[src/rtl/data_ram_ctrl.sv]
// data_ram_ctrl: byte-addressed little-endian data RAM with sized loads/stores, error flagging and a clear sequencer.
// Define DATA_RAM_RD_REG_EN to register RD (one cycle of load latency).
module data_ram_ctrl #(
    parameter int DEPTH    = 64,
    parameter int ADDR_W   = 32,
    parameter int TEST_IDX = 0
) (
    input  logic              clk,
    input  logic              rst,
    input  logic              WE,
    input  logic              RE,
    input  logic [1:0]        SIZE,
    input  logic              US,
    input  logic [ADDR_W-1:0] A,
    input  logic [31:0]       WD,
    input  logic              clr,
    output logic [31:0]       RD,
    output logic              busy,
    output logic              err,
    output logic [15:0]       Test_Value
);
    localparam int AW = $clog2(DEPTH);

    typedef enum logic {S_CLEAR, S_IDLE} state_t;

    state_t      r_state;
    logic [AW-1:0] r_cnt;
    logic        r_busy;
    logic [31:0] r_mem [DEPTH];

    logic [AW-1:0] w_idx, w_wr_idx;
    logic [31:0] w_word, w_load, w_rd, w_wdata;
    logic [7:0]  w_byte;
    logic [15:0] w_half;
    logic [3:0]  w_lanes, w_be;
    logic        w_range, w_bad, w_store;

    assign w_idx   = A[AW+1:2];
    assign w_range = (A >> (AW + 2)) == '0;
    assign w_bad   = (SIZE == 2'b11) | ((SIZE == 2'b01) & A[0]) | ((SIZE == 2'b10) & |A[1:0]) | ~w_range;
    assign err     = (WE | RE) & ~r_busy & w_bad;
    assign w_store = WE & ~r_busy & ~err;
    assign busy    = r_busy;

    always_ff @(posedge clk or negedge rst) begin
        if (!rst) begin
            r_state <= S_CLEAR;
            r_cnt   <= '0;
            r_busy  <= 1'b1;
        end else if (r_state == S_CLEAR) begin
            r_cnt <= r_cnt + 1'b1;
            if (r_cnt == AW'(DEPTH - 1)) begin
                r_state <= S_IDLE;
                r_busy  <= 1'b0;
            end
        end else if (clr) begin
            r_state <= S_CLEAR;
            r_cnt   <= '0;
            r_busy  <= 1'b1;
        end
    end

    // The clear sequencer shares the write port; it owns it whenever busy.
    assign w_lanes  = (SIZE == 2'b00) ? 4'b0001 << A[1:0] :
                      (SIZE == 2'b01) ? (A[1] ? 4'b1100 : 4'b0011) :
                      (SIZE == 2'b10) ? 4'b1111 : 4'b0000;
    assign w_be     = r_busy ? 4'b1111 : (w_store ? w_lanes : 4'b0000);
    assign w_wr_idx = r_busy ? r_cnt : w_idx;
    assign w_wdata  = r_busy ? '0 :
                      (SIZE == 2'b00) ? {4{WD[7:0]}} :
                      (SIZE == 2'b01) ? {2{WD[15:0]}} : WD;

    always_ff @(posedge clk) begin
        for (int i = 0; i < 4; i++)
            if (w_be[i]) r_mem[w_wr_idx][8*i +: 8] <= w_wdata[8*i +: 8];
    end

    assign w_word = r_mem[w_idx];
    assign w_byte = 8'(w_word >> {A[1:0], 3'b000});
    assign w_half = 16'(w_word >> {A[1], 4'b0000});
    assign w_load = (SIZE == 2'b00) ? {{24{~US & w_byte[7]}}, w_byte} :
                    (SIZE == 2'b01) ? {{16{~US & w_half[15]}}, w_half} :
                    (SIZE == 2'b10) ? w_word : '0;
    assign w_rd   = (r_busy | err) ? '0 : w_load;

    assign Test_Value = r_busy ? '0 : r_mem[TEST_IDX][15:0];

`ifdef DATA_RAM_RD_REG_EN
    logic [31:0] r_rd;

    always_ff @(posedge clk or negedge rst) begin
        if (!rst) r_rd <= '0;
        else      r_rd <= w_rd;
    end

    assign RD = r_rd;
`else
    assign RD = w_rd;
`endif
endmodule
[config.mk]
export PLATFORM = sky130hd
export DESIGN_NAME = data_ram_ctrl
export DESIGN_NICKNAME = d
export VERILOG_FILES = /design/src/rtl/data_ram_ctrl.sv
export SDC_FILE = /design/constraint.sdc
export NUM_CORES = 2
export LEC_CHECK = 0
export BUFFER_PORTS_ARGS = -buffer_cell sky130_fd_sc_hd__buf_4
export CORE_MARGIN = 3
export CORE_UTILIZATION = 45
export DETAILED_ROUTE_END_ITERATION = 6
export GPL_TIMING_DRIVEN = 0
export RECOVER_POWER = 100
export SLEW_MARGIN = 15
export SYNTH_ARGS = -nofsm -noshare
export SYNTH_HDL_FRONTEND = slang
export SYNTH_SLANG_ARGS = --single-unit
[constraint.sdc]
create_clock -name clk -period 4.3 [get_ports clk]
set_input_delay 0.86 -clock clk [delete_from_list [all_inputs] [get_ports clk]]
set_output_delay 0.86 -clock clk [all_outputs]
set_load 0.02 [all_outputs]
==> run summary <==
Chip Height: 432 um
final WL: 333,000 um
Root Buffer: clkbuf_16
Clock Latency Late Sink: 0.86 ns
#FFs+latches synth: 2,056
path category of the worst min-delay check: input pin to register
post-DP HPWL: 226,000 um
Tot GR Track Use: 0.357
Max Cap Viol: 6
Fin. Hold Viols: 0
layout cells sized above 1: 0.407
vias in the first global route: 45,300
post-synth top area cell: edfxtp_1
critical path class: input pin to output port
GRT Residual Overflow: 0
largest net degree at the start of global routing: 49
first-pass GRT wire length: 431,000 um
Synth Instances: 3,913
Critical Path Sink Type: output port
die width: 432 um
Placer Congestion: 1.08
RSZ-0062 raised after global routing: yes
via/cell ratio: 6.69
vias: 47,300
DR pass1 iterations: 7
synthesized area: 81,800 um2
fin cells: 7,064
Sink Count: 2,056
VDD IR max: 0.477 mV
total power after layout: 51.8 mW
initial antenna violation count: 19
area delta synth->final: 23.3%
total number of yosys warnings: 0
max-slew violation count: 161
outcome: finished, violations left
Starting DRT DRC Count: 7,931
maximum clock rate: 203 MHz
failing checks: DRC, capacitance limit, slew limit, setup timing
Seq/Total Area, Yosys: 0.754
Initial Util: 0.456
post-synth cell types: 64
I/O pin total: 122
Synth top area share: 0.752
setup slack after placement: -4.32 ns
number of synthesized flops with an enable pin: 2,048
Worst slew margin: -0.570
DP Cell Count: 6,443
crit share post-route: 1.15
CTS Buf Count: 203
worst setup margin: -0.624 ns
port bufs: 115
DRC viols: 81
crit start category: input pin
Die Area: 187,000 um2
WL/cell: 47.2 um
asr flop ratio synth: 0.00389
clock slew at reported path FFs: 0.06 ns
Synth area leaders: edfxtp_1 (75%), mux4_2 (15%), mux2i_1 (1.7%), nor2_1 (1.6%), nand2_1 (0.75%)
Worst Skew: 0.0212 ns
Synth Net Count: 3,986
H-tree levels: 4
area of the core: 180,000 um2
Min Clock Period, post-route: 4.92 ns
Avg Inst Size Synth: 20.9 um2
final setup violation count: 537
Leak: 33.0 nW
CTS tree: yes
Pwr Density: 513 nW/um2
worst path arrival time: 4.06 ns
Req. time, crit path: 3.44 ns
Hold Worst Slack: 0.239 ns
Final TNS setup: -57.47 ns
Std-Cell Rows: 155
Top FF cell, synth: edfxtp_1
ANT nets after route: 0
Max Buffers Root-to-Sink: 3
Least-Margin Pin Slew: 2.35 ns
Critical Path Fanout Max: 10
fin nets: 4,619
logic make-up after synthesis:
kind of cell	Yosys count	synth area share
xor gates and xnor gates	1	0.000107
AOI/OAI and AO/OA	246	0.0210
adders and majority gates	1	0.000153
and+or+nand+nor	641	0.0329
muxes	726	0.175
buffers and inverters	242	0.0167
DFF	2056	0.754
critical path, cell delays in order:
cell      delay, ns
buf_16         0.14
buf_12         0.17
buf_16         0.16
buf_16         0.18
buf_16         0.17
buf_12         0.18
mux4_2         0.34
mux2i_1        0.10
a32oi_4        0.24
o221ai_4       0.16
buf_12         0.18
mux2i_4        0.28
a211oi_2       0.14
a211oi_4       0.48
buf_6          0.19
routing by layer:
layer  part of all wire  vias to the layer above  track usage
li1                   -                    17600            -
met1               0.36                    25300        0.461
met2               0.44                     3431        0.527
met3               0.11                      881        0.109
met4              0.083                       14        0.231
met5            0.00052                        -      0.00390
cells in the final DEF, fill, tap and decap left out, types with 15 or more instances in the layout:
master / synthesis / routed
edfxtp_1: 2048 / 2048
buf_16: 0 / 73
mux4_2: 563 / 563
mux2i_2: 0 / 28
nand2_1: 164 / 146
a22oi_2: 0 / 23
o22ai_2: 0 / 19
o22ai_1: 41 / 18
buf_6: 20 / 64
clkinv_2: 0 / 32
a21oi_1: 39 / 24
nor2_2: 0 / 142
clkbuf_16: 0 / 210
nor2_1: 345 / 172
mux2i_4: 0 / 44
buf_8: 3 / 36
clkinv_1: 1 / 56
nor2b_1: 39 / 32
nand3_1: 23 / 18
buf_12: 0 / 116
mux2i_1: 143 / 71
nand2_2: 0 / 15
clkbuf_2: 0 / 26
clkbuf_1: 73 / 85
nor2_4: 0 / 31
buf_4: 47 / 259
through the flow:
| stage | instance area, um2 | util |
|---|---|---|
| after global placement | 85600 | 0.477 |
| after floorplan | 81800 | - |
| final | 101000 | 0.562 |
| after global routing | 101000 | 0.562 |
| after detailed placement | 87300 | 0.486 |
| after CTS | 100000 | 0.559 |
synth_stat cells (33+ instances only):
cell type	instances
a21oi_1	39
a22oi_1	33
buf_2	75
buf_4	47
clkbuf_1	73
edfxtp_1	2048
mux2i_1	143
mux4_2	563
nand2_1	164
nor2_1	345
nor2b_1	39
o22ai_1	41
path summary, 6_finish.rpt:
path | start | slack [ns] | depth (start not counted) | endpoint
max | A[2] | -0.62 | 15 | RD[8]
min | clr | 0.24 | 2 | r_cnt[1]$_DFFE_PN0P_
max reg2reg | busy$_DFFE_PN1P_ | -0.20 | 5 | r_mem[30][7]$_DFFE_PP_
min reg2reg | r_cnt[4]$_DFFE_PN0P_ | 0.58 | 2 | r_cnt[4]$_DFFE_PN0P_
max in group asynchronous | rst | 3.44 | 2 | busy$_DFFE_PN1P_
min in group asynchronous | rst | 0.50 | 2 | r_cnt[4]$_DFFE_PN0P_
cell type report:
cell class	instances	area, um2
clock inverters	119	1010
fillers	13500	78700
well taps	2355	2950
flip-flops and latches	2056	61700
inverters	13	67.6
plain buffers	225	3500
clock buffers	245	5300
diodes	4	10.0
repair buffers	432	4800
multi-input cells	1615	21600
where the power goes:
part	internal, mW	total (mW)	switching, mW
Sequential	24.6	24.9	0.294
Combinational	2.74	9.60	6.86
Clock	9.55	17.3	7.74
state kept, by name (all words and copies together), names as in the netlist:
signal / flops
r_mem: 2048
busy: 1
r_state: 1
r_cnt: 6
what timing repair did:
| action | 4_1_cts | 5_1_grt |
|---|---|---|
| pin swaps | 88 | 49 |
| buffers inserted | 203 | 38 |
| cloned | 13 | 3 |
| hold buffers | 1 | 0 |
| resized for setup | 978 | 157 |
| endpoints found under the hold margin | 8 | 0 |
| endpoints found under the setup margin | 2736 | 1008 |
(Power assumes the default switching activity.)
